**config.mk**
```make
export PLATFORM = sky130hd
export DESIGN_NAME = fetch_stage
export DESIGN_NICKNAME = d
export VERILOG_FILES = /design/src/rtl/fetch_stage.sv
export SDC_FILE = /design/constraint.sdc
export NUM_CORES = 1
export LEC_CHECK = 0
export BUFFER_PORTS_ARGS = -buffer_cell sky130_fd_sc_hd__buf_2
export CAP_MARGIN = 20
export CORE_AREA = 2 2 219 221
export DETAILED_ROUTE_END_ITERATION = 8
export DIE_AREA = 0 0 221 223
export PLACE_DENSITY = 0.6
export SLEW_MARGIN = 15
export SYNTH_ARGS = -nofsm -noshare
export SYNTH_HDL_FRONTEND = slang
export SYNTH_SLANG_ARGS = --single-unit
export TNS_END_PERCENT = 50
```
**constraint.sdc**
```tcl
create_clock -name clk -period 4.95 [get_ports clk]
set_input_delay 0.495 -clock clk [delete_from_list [all_inputs] [get_ports clk]]
set_output_delay 0.495 -clock clk [all_outputs]
set_load 0.01 [all_outputs]
```
**src/rtl/fetch_stage.sv**
```systemverilog
// fetch_stage: instruction fetch for the 64-bit in-order pipeline.
// Owns the PC, keeps at most one instruction-bus request outstanding, feeds
// decode through an output register backed by a one-entry skid buffer, and
// handles execute redirects, including discarding an in-flight stale response.
//
// Ports:
//   clk, resetn                  clock, async active-low reset
//   ireq_valid, ireq_addr        instruction request (held until data_ok)
//   iresp_data_ok, iresp_data    response pulse + instruction word
//   stall                        decode is not consuming the output this cycle
//   redirect_valid, redirect_pc  flush and refetch from redirect_pc (word aligned)
//   out_valid, out_pc, out_instr bundle presented to decode
//
// state | meaning
// FETCH | request for pc outstanding (or about to be issued after reset)
// HOLD  | skid full, no request outstanding, waiting for decode to drain
// DROP  | stale request still on the bus; pc already holds the redirect target
module fetch_stage #(
  parameter int unsigned      XLEN     = 64,
  parameter logic [XLEN-1:0]  PC_RESET = 64'h0000_0000_8000_0000
) (
  input  logic            clk,
  input  logic            resetn,
  output logic            ireq_valid,
  output logic [XLEN-1:0] ireq_addr,
  input  logic            iresp_data_ok,
  input  logic [31:0]     iresp_data,
  input  logic            stall,
  input  logic            redirect_valid,
  input  logic [XLEN-1:0] redirect_pc,
  output logic            out_valid,
  output logic [XLEN-1:0] out_pc,
  output logic [31:0]     out_instr
);

  localparam logic [1:0] ST_FETCH = 2'd0;
  localparam logic [1:0] ST_HOLD  = 2'd1;
  localparam logic [1:0] ST_DROP  = 2'd2;

  logic [1:0]      state_q, state_d;
  logic [XLEN-1:0] pc_q, pc_d;
  logic            ireq_valid_q, ireq_valid_d;
  logic [XLEN-1:0] ireq_addr_q, ireq_addr_d;
  logic            out_valid_q, out_valid_d;
  logic [XLEN-1:0] out_pc_q, out_pc_d;
  logic [31:0]     out_instr_q, out_instr_d;
  logic            skid_valid_q, skid_valid_d;
  logic [XLEN-1:0] skid_pc_q, skid_pc_d;
  logic [31:0]     skid_instr_q, skid_instr_d;

  logic            resp_ok;
  logic            out_free;
  logic [XLEN-1:0] pc_inc;
  logic [XLEN-1:0] target;

  // A response only counts while our request is actually on the bus.
  assign resp_ok  = ireq_valid_q & iresp_data_ok;
  assign out_free = ~out_valid_q | ~stall;
  assign pc_inc   = pc_q + XLEN'(4);
  assign target   = redirect_pc & ~XLEN'(3);

  always_comb begin
    state_d      = state_q;
    pc_d         = pc_q;
    ireq_valid_d = ireq_valid_q;
    ireq_addr_d  = ireq_addr_q;
    // Output is consumed whenever stall is low; it survives only if stalled.
    out_valid_d  = out_valid_q & stall;
    out_pc_d     = out_pc_q;
    out_instr_d  = out_instr_q;
    skid_valid_d = skid_valid_q;
    skid_pc_d    = skid_pc_q;
    skid_instr_d = skid_instr_q;

    if (redirect_valid) begin
      out_valid_d  = 1'b0;
      skid_valid_d = 1'b0;
      pc_d         = target;
      case (state_q)
        ST_FETCH, ST_DROP: begin
          // An outstanding request cannot be withdrawn; if it is still pending,
          // ride it out in DROP. Otherwise issue the target right away.
          if (resp_ok || !ireq_valid_q) begin
            ireq_valid_d = 1'b1;
            ireq_addr_d  = target;
            state_d      = ST_FETCH;
          end else begin
            state_d = ST_DROP;
          end
        end
        default: begin
          ireq_valid_d = 1'b1;
          ireq_addr_d  = target;
          state_d      = ST_FETCH;
        end
      endcase
    end else begin
      case (state_q)
        ST_FETCH: begin
          if (!ireq_valid_q) begin
            ireq_valid_d = 1'b1;
            ireq_addr_d  = pc_q;
          end else if (resp_ok) begin
            pc_d = pc_inc;
            if (out_free) begin
              out_valid_d = 1'b1;
              out_pc_d    = pc_q;
              out_instr_d = iresp_data;
              ireq_addr_d = pc_inc;
            end else begin
              skid_valid_d = 1'b1;
              skid_pc_d    = pc_q;
              skid_instr_d = iresp_data;
              ireq_valid_d = 1'b0;
              state_d      = ST_HOLD;
            end
          end
        end
        ST_HOLD: begin
          if (!stall && skid_valid_q) begin
            out_valid_d  = 1'b1;
            out_pc_d     = skid_pc_q;
            out_instr_d  = skid_instr_q;
            skid_valid_d = 1'b0;
            ireq_valid_d = 1'b1;
            ireq_addr_d  = pc_q;
            state_d      = ST_FETCH;
          end
        end
        ST_DROP: begin
          if (resp_ok) begin
            ireq_addr_d = pc_q;
            state_d     = ST_FETCH;
          end
        end
        default: begin
          ireq_valid_d = 1'b0;
          state_d      = ST_FETCH;
        end
      endcase
    end
  end

  always_ff @(posedge clk or negedge resetn) begin
    if (!resetn) begin
      state_q      <= ST_FETCH;
      pc_q         <= PC_RESET;
      ireq_valid_q <= 1'b0;
      ireq_addr_q  <= '0;
      out_valid_q  <= 1'b0;
      out_pc_q     <= '0;
      out_instr_q  <= '0;
      skid_valid_q <= 1'b0;
      skid_pc_q    <= '0;
      skid_instr_q <= '0;
    end else begin
      state_q      <= state_d;
      pc_q         <= pc_d;
      ireq_valid_q <= ireq_valid_d;
      ireq_addr_q  <= ireq_addr_d;
      out_valid_q  <= out_valid_d;
      out_pc_q     <= out_pc_d;
      out_instr_q  <= out_instr_d;
      skid_valid_q <= skid_valid_d;
      skid_pc_q    <= skid_pc_d;
      skid_instr_q <= skid_instr_d;
    end
  end

  assign ireq_valid = ireq_valid_q;
  assign ireq_addr  = ireq_addr_q;
  assign out_valid  = out_valid_q;
  assign out_pc     = out_pc_q;
  assign out_instr  = out_instr_q;

endmodule

```
==> run summary <==
outcome - finished, violations left
failing checks - hold timing
relative slew slack - 0.324
die area - 49,300 µm²
pwr dens - 499 nW/µm²
PortBufs - 258
Min Hold Slack - -0.0299 ns
Post-CTS Resized - 0
FILL cells - 4,630
CTS sink count - 318
Final ANT Viol Nets - 0
htree depth - 2
crit start category - register
Total GRT Usage - 0.198
Post-DP Area - 17,700 µm²
max-slew violations - 0
CTS Hold Bufs - 0
Clk Latency, worst-skew pair - 0.56 ns
setup violators final - 0
most frequent cells in the layout - dfrtp_1, buf_2, nor2_1
Arrival @ worst endpoint - 3.74 ns
EDFF count, synth - 0
die height - 223 µm
Tcrit/Tclk final - 0.677
initial core utilization - 0.344
cell breakdown of the critical path - ha_1, nand3_1, nor4_4, nand4_1, nor4_1, xnor2_1, a21boi_0
share of cells above drive strength 1 - 0.279
FP Rows - 80
f_max - 298 MHz
Max VDD drop - 0.340 mV
CTS tree - done
Hold Crit Class - in2async
Static Leak - 7.78 nW
vias in the first global route - 12,400
total gr overflow - 0
Yosys reg bits - 318
worst path required time - 5.34 ns
min Tclk post-route - 3.35 ns
first drt pass iteration count - 5
Final #Nets - 1,852
initial antenna violation count - 8
Reg clk slew, reported paths - 0.06 ns
Async S/R FF share, synth - 1.00
Seq/Total Area, Yosys - 0.490
Ys Warns - 0
largest net degree at the start of global routing - 113
mean routed wirelength per cell - 20.5 µm
Post-Route Setup TNS - 0 ns
Max Fanout on Critical Path - 13
Hold Vio Cnt, Final - 11
Placer Congestion - 0.866
RSZ-0062 raised after global routing - false
Total Power - 9.50 mW
Reg area - 7960 µm²
clk buf depth - 3
area of the multi-input gates - 7430 µm²
total I/O pin count - 263
Die Width - 221 µm
Worst-Margin Slew - 1.01 ns
number of buffers created by CTS - 39
postcts setup bufs - 0
Post-route DRC - 0
top_reg_cell synth - dfrtp_1
clk_skew - 0.0231 ns
Syn Inst Count - 1,562
clock root buffer - clkbuf_16
first-pass GRT wire length - 75,800 µm
crit-path max cell delay - 0.83 ns
Area growth, synth to finish - 17.3%
max_cap viols - 0
Vias - 12,500
commonest non-fill, non-tap cell in the layout - dfrtp_1
Vias/cell - 5.23
WL final - 49,000 µm
Critical Path Sink Type - register
initial drt markers - 836
DP Wirelength - 33,700 µm
post-synthesis cell area - 16,200 µm²
synthesized area per cell - 10.4 µm²
Core Region - 47,100 µm²
synth unique cells - 64
Max stage delay cell, worst path - nor4_4
fin area - 19,000 µm²
WS Path Type - reg2reg
[critical path: cells and delay by family, from the launching register on]
kind / cells / cell delay (ns)
and+or+nand+nor: 4 / 2.21
DFF: 1 / 0.48
adders and majority gates: 1 / 0.24
xor gates and xnor gates: 1 / 0.17
AOI/OAI and AO/OA: 1 / 0.09
[where the power goes]
part           internal (mW)  total, mW  leakage [nW]  switching [mW]
registers               3.47       4.05          3.75           0.577
logic                   1.09       2.47          3.38            1.38
clock network           1.83       2.99         0.645            1.15
[final cells by class]
class / instances / area share
Tap cell: 615 / 0.0404
Clock buffer: 59 / 0.0611
Multi-Input combinational cell: 1099 / 0.390
Clock inverter: 12 / 0.00900
Antenna cell: 3 / 0.000394
Timing Repair Buffer: 279 / 0.0792
Sequential cell: 318 / 0.418
Inverter: 10 / 0.00204
[metrics by stage]
| stage | setup slack (ns) | cells | util |
|---|---|---|---|
| 2_1_floorplan | 2.47 | 1563 | - |
| 3_3_place_gp | 1.70 | 2321 | 0.376 |
| 3_5_place_dp | 1.72 | 2321 | 0.376 |
| 4_1_cts | 1.71 | 2392 | 0.404 |
| 5_1_grt | 1.29 | 2393 | 0.404 |
| 6_report | 1.60 | 2395 | 0.404 |
[cell usage after synthesis (2+ instances only)]
library cell	number	area share
xor2_1	35	0.019
o221ai_1	13	0.0070
nand3_2	2	0.0012
bufbuf_16	6	0.012
clkbuf_1	81	0.019
a22oi_1	5	0.0023
nand2_1	128	0.030
and2_1	6	0.0023
buf_4	7	0.0032
a221oi_1	7	0.0038
xnor2_1	81	0.044
and3_1	9	0.0035
or3_1	6	0.0023
a21oi_1	118	0.036
and4_1	4	0.0022
or2_2	4	0.0015
buf_2	24	0.0074
and3_2	2	0.00092
nand2b_1	9	0.0035
inv_1	10	0.0023
o21ai_0	58	0.018
clkbuf_8	9	0.0076
nand4_1	34	0.013
a31oi_1	10	0.0039
nand3_1	41	0.013
or4_1	2	0.00092
mux2i_1	106	0.065
buf_1	4	0.00092
nor2b_1	2	0.00077
dfrtp_1	317	0.49
nor4_1	19	0.0073
a211oi_1	7	0.0032
o31ai_1	7	0.0032
nor2_1	184	0.043
buf_6	3	0.0021
ha_1	4	0.0031
nor3_1	32	0.0099
mux2_2	127	0.088
nand4_4	2	0.0026
o21a_1	3	0.0014
o22ai_1	2	0.00077
nor4_4	5	0.0065
a21boi_0	6	0.0028
[state kept, by name, indices dropped and copies added (netlist names), 2 cells and up]
register,flops
ireq_addr,63
out_instr,32
out_pc,62
pc_q,62
skid_instr_q,32
skid_pc_q,62
state_q,2
[logic make-up (layout without fill, tap and decap cells)]
group / after synthesis / in the layout / synth area share
AOI/OAI and AO/OA: 245 / 245 / 0.0873
xor gates and xnor gates: 116 / 116 / 0.0626
adders and majority gates: 4 / 4 / 0.00308
buffers and inverters: 146 / 360 / 0.0552
DFF: 318 / 318 / 0.490
muxes: 233 / 233 / 0.153
other: 1 / 5 / 0.000231
and+or+nand+nor: 499 / 499 / 0.148
[metal layers]
metal / track usage / up-vias / routed length, µm
met4: 0.0697 / 6 / 1490
met2: 0.318 / 371 / 23300
met3: 0.0533 / 96 / 3700
li1: - / 5819 / -
met1: 0.257 / 6239 / 20500
met5: 0 / - / 36
[final timing paths]
| kind | startpoint | end | slack, ns | depth (start not counted) |
|---|---|---|---|---|
| worst max-delay path | pc_q[2] | pc_q[60] | 1.60 | 7 |
| worst min-delay path | resetn | out_pc[22] | -0.03 | 1 |
| worst max register to register | pc_q[2] | pc_q[60] | 1.60 | 7 |
| worst min register to register | ireq_addr[27] | ireq_addr[27] | 0.47 | 2 |
| max in group asynchronous | resetn | out_instr[27] | 3.82 | 2 |
| min in group clk | iresp_data[16] | skid_instr_q[16] | 0.18 | 2 |
(Power assumes the default switching activity.)
